==> config.mk <==
export PLATFORM = sky130hd
export DESIGN_NAME = acq_mux
export DESIGN_NICKNAME = d
export VERILOG_FILES = /design/src/rtl/acq_mux.sv
export SDC_FILE = /design/constraint.sdc
export NUM_CORES = 1
export LEC_CHECK = 0
export CAP_MARGIN = 20
export CELL_PAD_IN_SITES_DETAIL_PLACEMENT = 1
export CELL_PAD_IN_SITES_GLOBAL_PLACEMENT = 1
export CORE_MARGIN = 4
export CORE_UTILIZATION = 55
export CTS_BUF_LIST = sky130_fd_sc_hd__clkbuf_16
export CTS_CLUSTER_DIAMETER = 120
export DETAILED_ROUTE_END_ITERATION = 6
export PLACE_DENSITY = 0.8
export RECOVER_POWER = 50
export SETUP_SLACK_MARGIN = 0.4
export SYNTH_ARGS = -nofsm -noshare
export SYNTH_HDL_FRONTEND = slang
export SYNTH_SLANG_ARGS = --single-unit
==> constraint.sdc <==
create_clock -name clk -period 6.6 [get_ports clk]
set_input_delay 1.98 -clock clk [delete_from_list [all_inputs] [get_ports clk]]
set_output_delay 1.98 -clock clk [all_outputs]
set_load 0.01 [all_outputs]
==> src/rtl/acq_mux.sv <==
// Multi-channel acquisition multiplexer: per-channel sample FIFOs filled on a
// shared prescaled tick, drained round-robin as 3-byte frames (A<ch>, MSB, LSB).
module acq_mux #(
  parameter int NCH        = 4,
  parameter int NBITS      = 12,
  parameter int DEPTH_LOG2 = 4,
  parameter int PREBITS    = 10
) (
  input  logic                   clk,
  input  logic                   rst,
  input  logic [NCH*NBITS-1:0]   samples,
  input  logic [NCH-1:0]         enable,
  input  logic [PREBITS-1:0]     pre,
  input  logic                   clear_ovf,
  output logic [7:0]             tx_data,
  output logic                   tx_valid,
  input  logic                   tx_ready,
  output logic [NCH-1:0]         overflow,
  output logic                   tick
);

  localparam int DEPTH = 1 << DEPTH_LOG2;
  localparam int CHW   = (NCH > 1) ? $clog2(NCH) : 1;

  typedef logic [DEPTH_LOG2:0] ptr_t;
  typedef enum logic [1:0] {IDLE, HDR, MSB, LSB} state_t;

  state_t             state;
  logic [PREBITS-1:0] cnt;
  logic [NBITS-1:0]   mem [NCH][DEPTH];
  ptr_t               wr_ptr [NCH];
  ptr_t               rd_ptr [NCH];
  logic [NCH-1:0]     empty;
  logic [NCH-1:0]     full;
  logic [NCH-1:0]     push;
  logic [NCH-1:0]     pop;
  logic [NCH-1:0]     accept;
  logic               any_pending;
  logic [CHW-1:0]     last;
  logic [CHW-1:0]     sel;
  logic [15:0]        hold;

  assign any_pending = ~&empty;

  // Pointers carry one extra wrap bit so full and empty are distinguishable.
  for (genvar gi = 0; gi < NCH; gi++) begin : g_ch
    assign empty[gi]  = (wr_ptr[gi] == rd_ptr[gi]);
    assign full[gi]   = (wr_ptr[gi][DEPTH_LOG2] != rd_ptr[gi][DEPTH_LOG2]) &&
                        (wr_ptr[gi][DEPTH_LOG2-1:0] == rd_ptr[gi][DEPTH_LOG2-1:0]);
    assign push[gi]   = tick && enable[gi];
    assign pop[gi]    = (state == IDLE) && any_pending && (sel == CHW'(gi));
    assign accept[gi] = push[gi] && (!full[gi] || pop[gi]);
  end

  // Round-robin: first non-empty channel after the one served last.
  always_comb begin
    logic           found;
    logic [CHW-1:0] idx;
    sel   = last;
    found = 1'b0;
    idx   = '0;
    for (int k = 1; k <= NCH; k++) begin
      idx = CHW'((int'(last) + k) % NCH);
      if (!found && !empty[idx]) begin
        sel   = idx;
        found = 1'b1;
      end
    end
  end

  always_ff @(posedge clk or posedge rst) begin
    if (rst) begin
      cnt      <= '0;
      tick     <= 1'b0;
      overflow <= '0;
      for (int i = 0; i < NCH; i++) begin
        wr_ptr[i] <= '0;
        rd_ptr[i] <= '0;
      end
    end else begin
      if (cnt >= pre) begin
        tick <= 1'b1;
        cnt  <= '0;
      end else begin
        tick <= 1'b0;
        cnt  <= cnt + 1'b1;
      end
      for (int i = 0; i < NCH; i++) begin
        if (accept[i]) wr_ptr[i] <= wr_ptr[i] + 1'b1;
        if (pop[i])    rd_ptr[i] <= rd_ptr[i] + 1'b1;
        if (push[i] && !accept[i]) overflow[i] <= 1'b1;
        else if (clear_ovf)        overflow[i] <= 1'b0;
      end
    end
  end

  always_ff @(posedge clk) begin
    for (int i = 0; i < NCH; i++) begin
      if (accept[i]) mem[i][wr_ptr[i][DEPTH_LOG2-1:0]] <= samples[i*NBITS +: NBITS];
    end
  end

  // Frame serialiser; the header is built straight from sel at pop time.
  always_ff @(posedge clk or posedge rst) begin
    if (rst) begin
      state    <= IDLE;
      last     <= CHW'(NCH - 1);
      hold     <= '0;
      tx_data  <= 8'h00;
      tx_valid <= 1'b0;
    end else begin
      case (state)
        IDLE: begin
          if (any_pending) begin
            hold     <= 16'(mem[sel][rd_ptr[sel][DEPTH_LOG2-1:0]]);
            last     <= sel;
            tx_data  <= {4'hA, 4'(sel)};
            tx_valid <= 1'b1;
            state    <= HDR;
          end
        end
        HDR: begin
          if (tx_ready) begin
            tx_data <= hold[15:8];
            state   <= MSB;
          end
        end
        MSB: begin
          if (tx_ready) begin
            tx_data <= hold[7:0];
            state   <= LSB;
          end
        end
        LSB: begin
          if (tx_ready) begin
            tx_valid <= 1'b0;
            state    <= IDLE;
          end
        end
        default: state <= IDLE;
      endcase
    end
  end

endmodule

== Yosys cells after proc, flatten, opt, wreduce, memory -nomap -nowiden ==
Memories as Yosys holds them, arrays and structs flattened.
Index checks and enable logic that the tools add are counted.

* Flip-flop bits (word level): 80
* Memory bits (writable): 768
* Input port bits: 66
* Output and inout bits: 14
* Word-level logic and storage cells: 192
* Memories kept: 1

* $add $sub $neg: 13
* $lt $le $gt $ge: 15
* Equality and inequality tests: 22
* Multiplexer cells: 56
* Bitwise operators: 7
* Reduce and logical (&&, ||, !) cells: 59

{| class="wikitable"
|+ Memory list
! memory !! depth !! bits a word !! rd ports !! clocked after Yosys merged registers in !! wr ports !! RTL line !! RTL
|-
| mem || 4 || 192 || 1 || 0 || 4 || 30 || <nowiki>logic [NBITS-1:0] mem [NCH][DEPTH];</nowiki>
|}

{| class="wikitable"
|+ Operators by type and width
! cell !! number
|-
| 192-bit two-way mux || 4
|-
| 12-bit demux with 4-bit select || 4
|-
| 12-bit two-way mux || 6
|-
| 12-bit binary-select mux with 4-bit select || 1
|-
| 5-bit by 1-bit adder with 5-bit output (second input constant) || 8
|-
| 1-bit logical AND || 28
|-
| 5-bit greater-or-equal comparator (second input constant) || 5
|-
| 4-bit NOT with 5-bit output || 5
|-
| 8-bit two-way mux || 3
|-
| 8-bit case mux with 3 select lines || 1
|-
| 5-bit equality test || 4
|-
| 5-bit by 1-bit < comparator with 1-bit output (second input constant) || 4
|-
| 1-bit two-way mux || 19
|-
| 4-bit equality test || 4
|-
| 2-bit two-way mux || 8
|-
| 1-bit logical NOT || 14
|-
| 2-bit by 3-bit < comparator with 1-bit output (second input constant) || 4
|-
| 4-bit AND reduction || 3
|-
| 10-bit by 1-bit adder with 10-bit output (second input constant) || 1
|-
| 5-bit binary-select mux with 2-bit select || 1
|-
| 10-bit greater-or-equal comparator || 1
|-
| 10-bit two-way mux || 1
|-
| 2-bit nonzero test || 5
|-
| 1-bit binary-select mux with 2-bit select || 4
|-
| 17 further kinds || 34
|}

== Logic depth before layout (Yosys ltp) ==
Gate-level depths: netlist of run 1.

* Word-level depth: 20
* Gate-level depth with buffers: 18
* Gate-level depth less buffers: 13

== Worst setup path before layout of run 1 ==
No wires, ideal clock.

* Path kind: input-to-reg
* From: in pre[0]
* To: reg cnt[2]
* Library setup time: 0.072 ns
* Data arrival time: 4.120 ns
* Required time: 6.528 ns
* Slack: 2.408 ns
* Cell stages on the path: 13
* Buffers on the path: 1
* Path through: ha_1 nand2b_1 a21o_1 a21o_1 a21o_1 a21o_1 a21o_1 a21o_1 a21o_1 a21o_1 a21o_1 clkbuf_1 nor2_1

* Cells in the longest elaborated chain, start to end: 2

{| class="wikitable"
|+ RTL lines
! element !! RTL line !! RTL
|-
| from (decl) || 13 || <nowiki>input logic [PREBITS-1:0] pre,</nowiki>
|-
| 10-bit greater-or-equal comparator || 81 || <nowiki>if (cnt >= pre) begin</nowiki>
|-
| 10-bit two-way mux || 81 ||
|-
| to (signal assigned) || 86 || <nowiki>cnt <= cnt + 1'b1;</nowiki>
|-
| to (decl) || 29 || <nowiki>logic [PREBITS-1:0] cnt;</nowiki>
|}

No other way between the ends.
A chain may end at the register's enable or synchronous reset.

== Worst setup path after layout of run 1 ==
* From: reg wr_ptr[12] in the netlist's numbering
* To: reg hold[11]

* Cells in the longest elaborated chain, start to end: 20
* Elaborated cells between the ends (all ways): 36
* Classes of those cells: 1 x eq/ne; 21 x mux; 3 x bitwise; 10 x reduce/logical; 1 x memory

{| class="wikitable"
|+ RTL lines
! element !! RTL line !! RTL
|-
| from (decl) || 31 || <nowiki>ptr_t wr_ptr [NCH];</nowiki>
|-
| from (signal, indexed assignment) || 89 || <nowiki>if (accept[i]) wr_ptr[i] <= wr_ptr[i] + 1'b1;</nowiki>
|-
| 5-bit equality test (*) || 47 || <nowiki>assign empty[gi] = (wr_ptr[gi] == rd_ptr[gi]);</nowiki>
|-
| 1-bit binary-select mux with 2-bit select || 64 || <nowiki>if (!found && !empty[idx]) begin</nowiki>
|-
| 1-bit two-way mux (implied by the code) || 64 ||
|-
| 1-bit logical NOT || 64 ||
|-
| 1-bit logical AND || 64 ||
|-
| 1-bit two-way mux || 64 ||
|-
| 1-bit logical NOT || 64 ||
|-
| 1-bit logical AND || 64 ||
|-
| [... 2 more ...] || n/a ||
|-
| 1-bit logical AND || 64 ||
|-
| 2-bit two-way mux || 64 ||
|-
| 2-bit NOT with 3-bit output (implied by the code) || 115 || <nowiki>hold <= 16'(mem[sel][rd_ptr[sel][DEPTH_LOG2-1:0]]);</nowiki>
|-
| 5-bit binary-select mux with 2-bit select || 115 ||
|-
| 4-bit two-way mux (implied by the code) (2 in series) || 115 ||
|-
| 4-bit NOT with 5-bit output (implied by the code) || 115 ||
|-
| 12-bit binary-select mux with 4-bit select || 115 ||
|-
| 12-bit two-way mux (implied by the code) (2 in series) || 115 ||
|-
| to (signal assigned) || 115 ||
|-
| to (decl) || 41 || <nowiki>logic [15:0] hold;</nowiki>
|}

Mark *: on every way between the ends. The rest lies on a longest branch, timed or not. The select of a mux whose other input is x is not followed.

==> results of run 1 <==
==> sequential cells by signal, summed over array words and instances, names as in the netlist <==
register  cells
cnt          10
hold         12
last          2
mem         768
overflow      4
rd_ptr       20
state         2
tick          1
tx_data       8
tx_valid      1
wr_ptr       20
==> synth_stat cells, types with 6 or more instances <==
master,number,area share (%)
a211oi_1,15,0.32
a21o_1,10,0.21
a21oi_1,44,0.62
a221oi_1,14,0.35
a22o_1,6,0.15
a22oi_1,23,0.49
a31oi_1,71,1.3
a32o_1,7,0.20
a32oi_1,23,0.57
and3_1,16,0.28
buf_1,30,0.32
buf_2,67,0.95
buf_4,11,0.23
clkbuf_1,56,0.60
dfrtp_1,78,5.5
edfxtp_1,768,65
ha_1,36,1.3
inv_1,39,0.42
mux2_2,7,0.22
mux2i_1,58,1.6
nand2_1,724,7.7
nand2b_1,14,0.25
nand3_1,354,5.0
nand4_1,15,0.27
nor2_1,81,0.86
nor3_1,28,0.40
o21ai_0,33,0.47
o21ai_1,6,0.085
xnor2_1,42,1.0
xor2_1,21,0.52
==> kinds of logic after synthesis <==
family	share of synthesized area, %
AOI/OAI and AO/OA	6.02
xor gates and xnor gates	1.56
adders and majority gates	1.28
buffers and inverters	2.69
DFF	71.1
muxes	1.87
and+or+nand+nor	15.5
==> worst register-to-register path, delay by kind of cell, from the launching register on <==
family          cells  cell delay (ns)
compound gates      3             0.69
xor+xnor            1             0.24
buf+inv             3             1.42
flops               1             0.54
mux                 3             0.79
simple gates        4             1.87
==> worst paths after layout <==
kind | from | end | slack (ns) | depth (start not counted)
max | wr_ptr[12]$_DFFE_PP0P_ | hold[11]$_DFFE_PP0P_ | 0.90 | 14
min | wr_ptr[19]$_DFFE_PP0P_ | wr_ptr[19]$_DFFE_PP0P_ | 0.49 | 1
max reg2reg | wr_ptr[12]$_DFFE_PP0P_ | hold[11]$_DFFE_PP0P_ | 0.90 | 14
min reg2reg | wr_ptr[19]$_DFFE_PP0P_ | wr_ptr[19]$_DFFE_PP0P_ | 0.49 | 1
max in group asynchronous | rst | wr_ptr[0]$_DFFE_PP0P_ | 2.33 | 3
min in group asynchronous | rst | hold[9]$_DFFE_PP0P_ | 2.64 | 2
==> stage by stage <==
step	hold WS, ns	util [%]
after floorplan	0.462	-
after global placement	0.477	58.8
after detailed placement	0.480	58.8
after CTS	0.494	63.2
after global routing	0.519	63.1
final	0.489	63.1
==> final cells by class <==
| type | instances | area (um^2) | area share, % |
|---|---|---|---|
| Inverter | 40 | 151 | 0.379 |
| Sequential cell | 848 | 25100 | 62.7 |
| Clock inverter | 73 | 419 | 1.05 |
| Tap cell | 846 | 1060 | 2.65 |
| Clock buffer | 93 | 2330 | 5.82 |
| Multi-Input combinational cell | 1724 | 9400 | 23.5 |
| Timing Repair Buffer | 170 | 1540 | 3.86 |
| Antenna cell | 2 | 5.00 | 0.0125 |
==> routing by layer <==
metal / vias up / global-route usage, % / part of all wire, % / routed length, um
met5: - / 0 / 0.030 / 38
met1: 12700 / 46.9 / 35 / 44600
met3: 525 / 10.1 / 12 / 14900
li1: 10300 / - / - / -
met4: 6 / 22.0 / 7.1 / 9100
met2: 1785 / 59.6 / 46 / 59500
==> results.cfg, run 1 <==
[outcome]
outcome = complete, but fails checks
violations = DRC, capacitance limit, slew limit

[sta]
report.final.hold_viol_count = 0
setup_viol = 0
clock_skew_ns = 0.0259
fin_ws_ns = 0.902
worst_pin_slew_ns = 3.15
rsz0062_at_grt = false
finalSetupTns_ns = 0
period_minus_slack_ns = 5.70
slew_headroom_pct = -111
min_period_over_period_pct = 86.3
slew_viol_final = 63
fmax_mhz = 175

[placed_design]
numPortBuffers = 79
gp_congestion = 0.898
place_ws_ns = 1.61
dp.cells = 3623
dp_hpwl_um = 75700
placedInstanceArea_um2 = 37200

[clocking]
cts_hold_buf = 0
clock-sinks = 848
cts_made_buffers = 88
cts-root-buf = clkbuf_16
postCtsSetupRepairBufs = 0
cts_buffer_depth = 3
htreeDepth = 3
cts-resized-gates = 0
cts_tree = done
clk_pin_slew_ns = 0.06
clk_latency_ns = 0.66

[worst_setup_path]
crit_chain = xor2_1, nor4_1, nand4_1, o2111ai_1, buf_4, and2_4, buf_4, buf_4, mux2i_1, mux2i_1, mux2i_1, a221oi_1, o21ai_1, nand3_1
crit_required_ns = 7.10
crit_type = reg2reg
critical_path_arrival_ns = 6.20
startpoint_type = flip-flop
critPathMaxFanout = 62
crit_buf_inv = 3
crit_slowest_cell = nor4_1
slowest_delay_ns = 0.86
cp-end-kind = flip-flop
crit_family = simple AND/OR/NAND/NOR gates

[global_route]
grt_pass1_vias = 26800
track_usage_pct = 37.6
grt_start_max_net_pins = 147
grt_pass1_wl_um = 183000
globalRouteOverflowTotal = 0
antenna_found_initial = 7

[synth]
synth_edf_count = 768
netlist_instances = 2781
ys_types = 73
yosys_register_bits = 848
synth.cell_area_um2 = 35300
syn-num-nets = 2883
synth-main-ff-cell = edfxtp_1
ys_warn_count = 0
async_flop_share_pct = 9.43
ys_seq_area_share_pct = 71.1
avgSynthCellArea_um2 = 12.7

[route]
vias = 25400
routed_wl_um = 128000
drc = 3
wire_per_inst_um = 33.8
via_per_inst = 6.68
drt-initial-drc-count = 3649
firstDrtPassIters = 7
ant_nets = 0

[die]
rows = 92
die_h_um = 261
start_util_pct = 55.7
pin_count = 80
die_w_um = 261
die-area_um2 = 68200
coreArea_um2 = 63300

[flow_run]
maxCapViolCount = 2

[cells_and_area]
fillCellCount = 6169
final_common_cell = edfxtp_1
area_delta_synth_final_pct = 13.3
mostFrequentLayoutCells = edfxtp_1 (768), nand2_1 (722), nand3_1 (354), clkbuf_16 (93)
fin_area_um2 = 40000
final_layout_size_suffix_gt1_share_pct = 9.46
final_nets = 2974
fin_cells = 3796

[hold_path]
min_path_type = reg2reg
Power of run 1 is not shown: default switching activity piles up to over one toggle a cycle in this logic, so the estimate is an artifact.
==> run 2, diff against run 1 <==
--- a/config.mk
+++ b/config.mk
@@ -16,6 +16,7 @@
 export PLACE_DENSITY = 0.8
 export RECOVER_POWER = 50
 export SETUP_SLACK_MARGIN = 0.4
+export SLEW_MARGIN = 10
 export SYNTH_ARGS = -nofsm -noshare
 export SYNTH_HDL_FRONTEND = slang
 export SYNTH_SLANG_ARGS = --single-unit
==> run 2 against run 1 <==
The flow still finishes with violations (DRC, capacitance limit, slew limit). Critical endpoint is now mem[2][43]$_DFFE_PP_. First-iteration DRC count grew 0.93%. Utilization shrank 0.067 points. Setup slack gained 0.38 ns. Register-to-register slack improved by 0.38 ns. Flip-flop and latch count stayed put.
==> results.cfg, run 2 (synthesis results as in run 1) <==
[outcome]
outcome = complete, but fails checks
violations = DRC, capacitance limit, slew limit

[cells_and_area]
mostFrequentLayoutCells = edfxtp_1 (768), nand2_1 (722), nand3_1 (354), clkbuf_16 (89)
fillCellCount = 6130
final_layout_size_suffix_gt1_share_pct = 9.45
largest_register_ffs = 768
final_nets = 2972
area_delta_synth_final_pct = 13.2
antennaDiodeCount = 0
final_common_cell = edfxtp_1

[sta]
worst_pin_slew_ns = 3.06
rsz0062_at_grt = false
finalSetupTns_ns = 0
min_period_over_period_pct = 80.6
setup_viol = 0
slew_viol_final = 81
slew_headroom_pct = -105
report.final.hold_viol_count = 0
period_minus_slack_ns = 5.32
clock_skew_ns = 0.0336
fmax_mhz = 188

[global_route]
grt_start_max_net_pins = 147
track_usage_pct = 37.8
grt_pass1_vias = 26800
antenna_found_initial = 8
grt_pass1_wl_um = 184000
globalRouteOverflowTotal = 0

[placed_design]
gp_congestion = 0.898
numPortBuffers = 79
dp_hpwl_um = 75700

[worst_setup_path]
cp-end-kind = flip-flop
startpoint_type = flip-flop
crit_required_ns = 6.95
slowest_delay_ns = 0.77
worstSetupStartpoint = wr_ptr[2]$_DFFE_PP0P_
critical_path_arrival_ns = 5.67
reg2reg_from = wr_ptr[2]$_DFFE_PP0P_
crit_slowest_cell = nor2_1
crit_type = reg2reg
critPathMaxFanout = 38
crit_chain = xnor2_1, nand4_1, o211a_1, nor3_1, nand2_4, or3_1, a31oi_2, nand2_1, nor2_1, buf_4

[die]
pin_count = 80
die_h_um = 261
coreArea_um2 = 63300
start_util_pct = 55.7
die_w_um = 261
die-area_um2 = 68200
rows = 92

[route]
firstDrtPassIters = 7
ant_nets = 0
via_per_inst = 6.70
routed_wl_um = 129000
vias = 25400
drc = 4
wire_per_inst_um = 34.2
drt-initial-drc-count = 3683

[hold_path]
hp-start = wr_ptr[19]$_DFFE_PP0P_
min_path_type = reg2reg

[clocking]
cts_hold_buf = 0
clk_latency_ns = 0.65
cts_buffer_depth = 3
clock-sinks = 848
cts_made_buffers = 86
postCtsSetupRepairBufs = 0
cts_tree = done
cts-resized-gates = 0
htreeDepth = 3
clk_pin_slew_ns = 0.07
cts-root-buf = clkbuf_16

[flow_run]
maxCapViolCount = 3
## run 2: cell type report
class / count / area, um^2 / share of cell area (%)
clock inverters: 72 / 480 / 1.20
repair buffers: 170 / 1530 / 3.83
well taps: 846 / 1060 / 2.65
inverters: 40 / 151 / 0.379
clock buffers: 89 / 2230 / 5.58
flip-flops and latches: 848 / 25100 / 62.8
multi-input cells: 1724 / 9420 / 23.6
## run 2: per-layer routing
metal  vias to the layer above  GRT usage (%)  routed length (um)
met5                         -              0                  34
met1                     12800           48.2               45100
met2                      1841           60.6               60600
li1                      10300              -                   -
met4                         6           20.7                8460
met3                       454           8.97               15200
## run 2: critical path, delay by kind of cell, from the launching register on
kind	cells	cell delay [ns]
AOI/OAI and AO/OA	2	0.82
buffers and inverters	1	0.31
and+or+nand+nor	6	3.09
DFF	1	0.52
xor gates and xnor gates	1	0.26
## run 2: path summary, 6_finish.rpt
check | endpoint | slack (ns) | cells past startpoint
worst max-delay path | mem[2][43]$_DFFE_PP_ | 1.28 | 10
worst min-delay path | wr_ptr[19]$_DFFE_PP0P_ | 0.49 | 1
worst max register to register | mem[2][43]$_DFFE_PP_ | 1.28 | 10
worst min register to register | wr_ptr[19]$_DFFE_PP0P_ | 0.49 | 1
max in group asynchronous | cnt[6]$_DFF_PP0_ | 2.36 | 3
min in group asynchronous | hold[9]$_DFFE_PP0P_ | 2.64 | 2
## run 2: stage by stage
| stage | hold WS [ns] | cell area (um^2) | cells | util (%) | setup slack [ns] |
|---|---|---|---|---|---|
| floorplan | 0.462 | 35300 | 2781 | - | 2.41 |
| global placement | 0.477 | 37200 | 3621 | 58.8 | 1.78 |
| detailed placement | 0.480 | 37200 | 3623 | 58.8 | 1.59 |
| CTS | 0.494 | 39900 | 3784 | 63.1 | 1.40 |
| global route | 0.519 | 39900 | 3789 | 63.1 | 1.08 |
| finish | 0.493 | 39900 | 3789 | 63.1 | 1.28 |
Power of run 2 is left out for the same reason.
